`src/rtl/comm_pkg.sv`:
```
// Shared link constants for the bit encoder and the far-end bit decoder.
//   Holds the DAC levels, cell timing, frame words, decoder thresholds and FSM state codes.
package comm_pkg;

   localparam int unsigned DAC_W       = 14;
   localparam int unsigned WORD_W      = 10;
   localparam int unsigned BIT_TICKS   = 20;
   localparam int unsigned QUIET_TICKS = 40;
   // The quiet gap is counted as whole cells so the 5-bit tick counter suffices.
   localparam int unsigned QUIET_CELLS = QUIET_TICKS / BIT_TICKS;
   localparam int unsigned TICK_W      = 5;
   localparam int unsigned BIT_W       = 4;
   localparam int unsigned HIGH_LAST   = 1;   // last tick of the leading plateau
   localparam int unsigned RAMP_LAST   = 9;   // last tick of the slope window

   localparam logic [DAC_W-1:0] BASELINE     = 14'd8192;
   localparam logic [DAC_W-1:0] PULSE_HIGH   = 14'd12288;
   localparam logic [DAC_W-1:0] SLOPE_STEP   = 14'd200;
   localparam logic [DAC_W-1:0] TRIG_THRESH  = 14'd9216;
   localparam logic [DAC_W-1:0] SLOPE_THRESH = 14'd700;

   localparam logic [WORD_W-1:0] START_WORD = 10'b0111000111;
   localparam logic [WORD_W-1:0] STOP_WORD  = 10'b0100110011;

   localparam int unsigned ST_W = 3;
   typedef logic [ST_W-1:0] state_t;
   localparam state_t ST_IDLE  = 3'd0;
   localparam state_t ST_QUIET = 3'd1;
   localparam state_t ST_START = 3'd2;
   localparam state_t ST_DATA  = 3'd3;
   localparam state_t ST_STOP  = 3'd4;

endpackage

```
`src/rtl/bit_cell_shaper.sv`:
```
// Combinational DAC level for one tick of a bit cell.
//   i_bit    : bit carried by the cell ('1' = falling ramp, '0' = flat plateau)
//   i_tick   : tick within the cell, 0..BIT_TICKS-1
//   o_dac_c  : unregistered DAC code for that tick
module bit_cell_shaper
   import comm_pkg::*;
(
   input  logic              i_bit,
   input  logic [TICK_W-1:0] i_tick,
   output logic [DAC_W-1:0]  o_dac_c
);

   logic [TICK_W-1:0] w_ramp_idx;

   assign w_ramp_idx = i_tick - TICK_W'(1);

   // Plateau, optional ramp (drop of (t-1) steps), then return to baseline.
   always_comb begin
      o_dac_c = BASELINE;
      if (i_tick <= TICK_W'(HIGH_LAST)) begin
         o_dac_c = PULSE_HIGH;
      end else if (i_tick <= TICK_W'(RAMP_LAST)) begin
         o_dac_c = i_bit ? (PULSE_HIGH - DAC_W'(w_ramp_idx) * SLOPE_STEP) : PULSE_HIGH;
      end
   end

endmodule

```
`src/rtl/bit_encoder.sv`:
```
// Transmit side of the comm link: frames 10-bit words into shaped bit cells on a DAC.
//   inclk      : system clock
//   reset_n    : synchronous active-low reset
//   tx_data    : payload word
//   tx_valid   : tx_data valid / request a frame
//   tx_last    : tx_data is the last payload word of the frame
//   tx_ready   : word accepted this cycle when tx_valid is also high (decoded from state)
//   com_dac    : registered DAC code
//   bit_strobe : 1-cycle pulse aligned with tick 0 of each transmitted cell on com_dac
//   busy       : high whenever the encoder is not idle
//   tx_err     : 1-cycle pulse on underrun or a payload word equal to STOP_WORD
module bit_encoder
   import comm_pkg::*;
(
   input  logic              inclk,
   input  logic              reset_n,
   input  logic [WORD_W-1:0] tx_data,
   input  logic              tx_valid,
   input  logic              tx_last,
   output logic              tx_ready,
   output logic [DAC_W-1:0]  com_dac,
   output logic              bit_strobe,
   output logic              busy,
   output logic              tx_err
);

   state_t            r_state;
   logic [TICK_W-1:0] r_tick;
   logic [BIT_W-1:0]  r_bit;
   logic [WORD_W-1:0] r_shift;
   logic              r_last;

   state_t            w_next_state;
   logic [TICK_W-1:0] w_next_tick;
   logic [BIT_W-1:0]  w_next_bit;
   logic [WORD_W-1:0] w_next_shift;
   logic              w_next_last;
   logic              w_err;
   logic              w_active;
   logic              w_cell_end;
   logic              w_word_end;
   logic [DAC_W-1:0]  w_cell_code;

   assign w_active   = (r_state == ST_START) || (r_state == ST_DATA) || (r_state == ST_STOP);
   assign w_cell_end = (r_tick == TICK_W'(BIT_TICKS - 1));
   assign w_word_end = w_cell_end && (r_bit == BIT_W'(WORD_W - 1));

   bit_cell_shaper u_shaper (
      .i_bit   (r_shift[0]),
      .i_tick  (r_tick),
      .o_dac_c (w_cell_code)
   );

   // Next-state, counter, shifter and handshake decode.
   always_comb begin
      w_next_state = r_state;
      w_next_tick  = r_tick;
      w_next_bit   = r_bit;
      w_next_shift = r_shift;
      w_next_last  = r_last;
      w_err        = 1'b0;
      tx_ready     = 1'b0;

      case (r_state)
         ST_IDLE: begin
            if (tx_valid) begin
               w_next_state = ST_QUIET;
               w_next_tick  = '0;
               w_next_bit   = '0;
            end
         end
         ST_QUIET: begin
            w_next_tick = r_tick + TICK_W'(1);
            if (w_cell_end) begin
               w_next_tick = '0;
               w_next_bit  = r_bit + BIT_W'(1);
               if (r_bit == BIT_W'(QUIET_CELLS - 1)) begin
                  w_next_state = ST_START;
                  w_next_bit   = '0;
                  w_next_shift = START_WORD;
                  w_next_last  = 1'b0;
               end
            end
         end
         ST_START, ST_DATA, ST_STOP: begin
            w_next_tick = r_tick + TICK_W'(1);
            if (w_cell_end && !w_word_end) begin
               w_next_tick  = '0;
               w_next_bit   = r_bit + BIT_W'(1);
               w_next_shift = r_shift >> 1;
            end else if (w_word_end) begin
               w_next_tick = '0;
               w_next_bit  = '0;
               if (r_state == ST_STOP) begin
                  w_next_state = ST_IDLE;
               end else if (r_last) begin
                  // Final payload word already sent: no request for another.
                  w_next_state = ST_STOP;
                  w_next_shift = STOP_WORD;
                  w_next_last  = 1'b0;
               end else begin
                  tx_ready = 1'b1;
                  if (tx_valid && (tx_data != STOP_WORD)) begin
                     w_next_state = ST_DATA;
                     w_next_shift = tx_data;
                     w_next_last  = tx_last;
                  end else begin
                     // Underrun or a word that would alias the trailer ends the frame.
                     w_err        = 1'b1;
                     w_next_state = ST_STOP;
                     w_next_shift = STOP_WORD;
                     w_next_last  = 1'b0;
                  end
               end
            end
         end
         default: begin
            w_next_state = ST_IDLE;
            w_next_tick  = '0;
            w_next_bit   = '0;
         end
      endcase
   end

   // State, counters and registered outputs.
   always_ff @(posedge inclk) begin
      if (!reset_n) begin
         r_state    <= ST_IDLE;
         r_tick     <= '0;
         r_bit      <= '0;
         r_shift    <= '0;
         r_last     <= 1'b0;
         com_dac    <= BASELINE;
         bit_strobe <= 1'b0;
         busy       <= 1'b0;
         tx_err     <= 1'b0;
      end else begin
         r_state    <= w_next_state;
         r_tick     <= w_next_tick;
         r_bit      <= w_next_bit;
         r_shift    <= w_next_shift;
         r_last     <= w_next_last;
         com_dac    <= w_active ? w_cell_code : BASELINE;
         bit_strobe <= w_active && (r_tick == '0);
         busy       <= (w_next_state != ST_IDLE);
         tx_err     <= w_err;
      end
   end

endmodule
```
`config.mk`:
```
export PLATFORM = sky130hd
export DESIGN_NAME = bit_encoder
export DESIGN_NICKNAME = d
export VERILOG_FILES = /design/src/rtl/comm_pkg.sv /design/src/rtl/bit_cell_shaper.sv /design/src/rtl/bit_encoder.sv
export SDC_FILE = /design/constraint.sdc
export NUM_CORES = 1
export LEC_CHECK = 0
export CORE_UTILIZATION = 29
export DETAILED_ROUTE_END_ITERATION = 10
export HOLD_SLACK_MARGIN = 0.08
export PLACE_DENSITY = 0.6
export SYNTH_ARGS = -nofsm -noshare
export SYNTH_HDL_FRONTEND = slang
export SYNTH_SLANG_ARGS = --single-unit
```
`constraint.sdc`:
```
create_clock -name inclk -period 3.4 [get_ports inclk]
set_clock_uncertainty 0.2 [all_clocks]
set_input_delay 0.34 -clock inclk [delete_from_list [all_inputs] [get_ports inclk]]
set_output_delay 0.34 -clock inclk [all_outputs]
set_load 0.01 [all_outputs]
```
==> results.toml <==
[cts]
ctsRootBufferMaster = "clkbuf_8"
clkSinkCount = 37
clock_latency_ns = 0.29
clk_pin_slew_ns = 0.08
numCtsBuffers = 5
cts_tree = "yes"
cts.path.max_buffers = 2
cts_htree_levels = 2

[critical_path]
cpMostUsedCell = "ha_4"
end_kind = "register"
cp_max_fo = 4
cp-start-kind = "register"
rrSetupSlack_ns = 0.08
crit_end = "com_dac[12]"
crit_buf_inv = 2
crit_slowest_cell = "dfxtp_1"
worstSetupStartpoint = "r_tick[0]"
worst_r2r_path_depth = 14
crit_required_ns = 3.37
cp_slowest_stage_delay_ns = 0.38
cp_cell_sequence = "inv_2, ha_4, nor3b_4, xor2_1, ha_1, inv_1, ha_1, ha_4, ha_4, a21boi_2, o2bb2ai_4, nor3_2, nor2b_2, a211oi_2"
r2r-start = "r_tick[0]"
r2r-end = "com_dac[12]"
cp.depth = 14
critical_path_arrival_ns = 3.28
crit_type = "reg -> reg"
cp_top_family = "adder cells"

[drt]
routedWlPerCell_um = 12.7
wl_um = 5250
ant_nets = 0
vias_per_cell = 4.90
drc = 0
vias = 2028
drtIter0Drc = 61
dr.pass1.iters = 4

[finish]
antenna-diode-count = 0
utilization_pct = 38.9
fin_nets = 349
nFillCells = 795
areaGrowthSynthToFinish_pct = 28.4
final_cells = 414
drive_above_1_share_pct = 17.6
final_cell_mix = "37 x dfxtp_1, 29 x nor2_1, 28 x clkdlybuf4s50_1, 22 x nand2_1, 19 x ha_1"
final_common_cell = "dfxtp_1"

[timing]
fmaxAchievable_mhz = 301
setup_viol = 0
fin_crit_sh_pct = 97.6
slew_headroom_pct = 59.0
worstMarginPinSlew_ns = 0.615
period_needed_ns = 3.32
slew_violations = 0
hold_viol_final = 0

[synthesis]
ys_types = 57
ys_ff_latch = 37
synth_edf_count = 0
syn-cell-area_um2 = 2370
ys_seq_area_share_pct = 31.3
synth_warnings = 0
ys.flop_type = "dfxtp_1"
syn_avg_cell_area_um2 = 8.64
async_flop_share_pct = 0
synthCells = 274

[placed_design]
hpwl_um = 3830
io_buffers = 28
place.gp.congestion = 0.822
dp_cells = 405

[power]
powerDensity_nw_per_um2 = 474
total_power_w = 0.00144
vdd_drop_max_uv = 216
leakage_nw = 1.18

[grt]
grt_use_total_pct = 12.6
antenna_found_initial = 0
grt-ovfl-total = 0
grt_pass1_vias = 1974
grt_pass1_wl_um = 8710
grt_max_degree = 15

[floorplanning]
die_y_um = 92.3
dieArea_um2 = 8520
rows = 32
pin_count = 32
coreArea_um2 = 7810
chipWidth_um = 92.3
initial_core_util_pct = 30.3

[hold_path]
hp-class = "reg -> reg"

[run_status]
status = "completed"

[run]
drv_cap = 0
[power breakdown]
group | switching, W | internal [W] | total [W]
Clock | 0.000148 | 0.000161 | 0.000309
Combinational | 0.000335 | 0.000351 | 0.000686
Sequential | 0.00000728 | 0.000439 | 0.000446
[cell type report]
cell class                      instances  area (um2)  share of cell area, %
Clock buffer                            7        86.3                   2.84
Inverter                                8        30.0                  0.988
Multi-Input combinational cell        216        1650                   54.4
Sequential cell                        37         741                   24.4
Tap cell                              102         128                   4.20
Timing Repair Buffer                   44         400                   13.2
[through the flow]
step	TNS [ns]	cell area, um2	hold WS [ns]	setup slack [ns]
2_1_floorplan	0	2410	0.246	0.00963
3_3_place_gp	0	2830	0.256	0.0781
3_5_place_dp	-0.0180	2830	0.261	-0.0180
4_1_cts	0	2940	0.270	0.0214
5_1_grt	-0.0424	3040	0.294	-0.0424
6_report	0	3040	0.270	0.0831
[sequential cells by signal (all words and copies together), names as in the netlist]
| signal | count |
|---|---|
| com_dac | 11 |
| r_shift | 10 |
| r_tick | 5 |
| r_bit | 4 |
| r_state | 3 |
| bit_strobe | 1 |
| busy | 1 |
| r_last | 1 |
| tx_err | 1 |
[how the worst min path moves through the flow]
stage,from,to,slack (ns),cells past startpoint
2_1_floorplan,r_shift[7],r_shift[6],0.25,2
3_3_place_gp,r_shift[9],r_shift[9],0.26,2
3_5_place_dp,r_shift[9],r_shift[9],0.26,2
4_1_cts,r_shift[9],r_shift[9],0.27,2
5_1_grt,r_shift[9],r_shift[9],0.29,2
6_report,r_shift[9],r_shift[9],0.27,2
[cells by family after synthesis]
kind of cell,share of synthesized area [%]
DFF,31.3
adders and majority gates,12.5
other,0.158
xor gates and xnor gates,8.14
and+or+nand+nor,27.2
AOI/OAI and AO/OA,15.3
buffers and inverters,4.97
muxes,0.423
[worst reg2reg max path: stages (launching register included)]
cell and delay (ns):
dfxtp_1 0.38, inv_2 0.08, ha_4 0.18, nor3b_4 0.15
xor2_1 0.18, ha_1 0.30, inv_1 0.04, ha_1 0.33
ha_4 0.26, ha_4 0.25, a21boi_2 0.17, o2bb2ai_4 0.16
nor3_2 0.25, nor2b_2 0.20, a211oi_2 0.07
[Yosys cell counts, drive strengths merged (2+ instances only)]
master	number	area [um2]
a2111oi	2	36.3
a211oi	3	22.5
a21o	2	15.0
a21oi	9	45.0
a31oi	7	43.8
and2	2	12.5
and3	2	12.5
and4bb	2	28.8
buf	11	72.6
clkbuf	4	15.0
dfxtp	37	741
ha	22	275
inv	8	30.0
nand2	23	93.8
nand2b	8	50.1
nand3	7	35.0
nand3b	2	15.0
nand4	6	37.5
nor2	29	109
nor2b	4	25.0
nor3	15	75.1
nor3b	5	37.5
o211a	2	20.0
o211ai	2	15.0
o21a	2	15.0
o21ai	7	35.0
o21bai	2	15.0
o221a	2	22.5
or2	3	18.8
or3	5	32.5
xnor2	9	78.8
xor2	13	114
[metal layers]
layer | part of all wire [%] | track usage (%)
met3 | 3.6 | 2.55
met4 | 0.99 | 3.52
met5 | 0 | 0
met2 | 48 | 21.2
met1 | 48 | 16.2
[what timing repair did]
action | CTS | global route
pin swaps | 1 | 6
setup endpoints to repair | 2 | 3
hold buffers | 0 | 0
buffers inserted | 1 | 1
gates resized for setup | 1 | 17
Power figures use the tool's default switching activity.
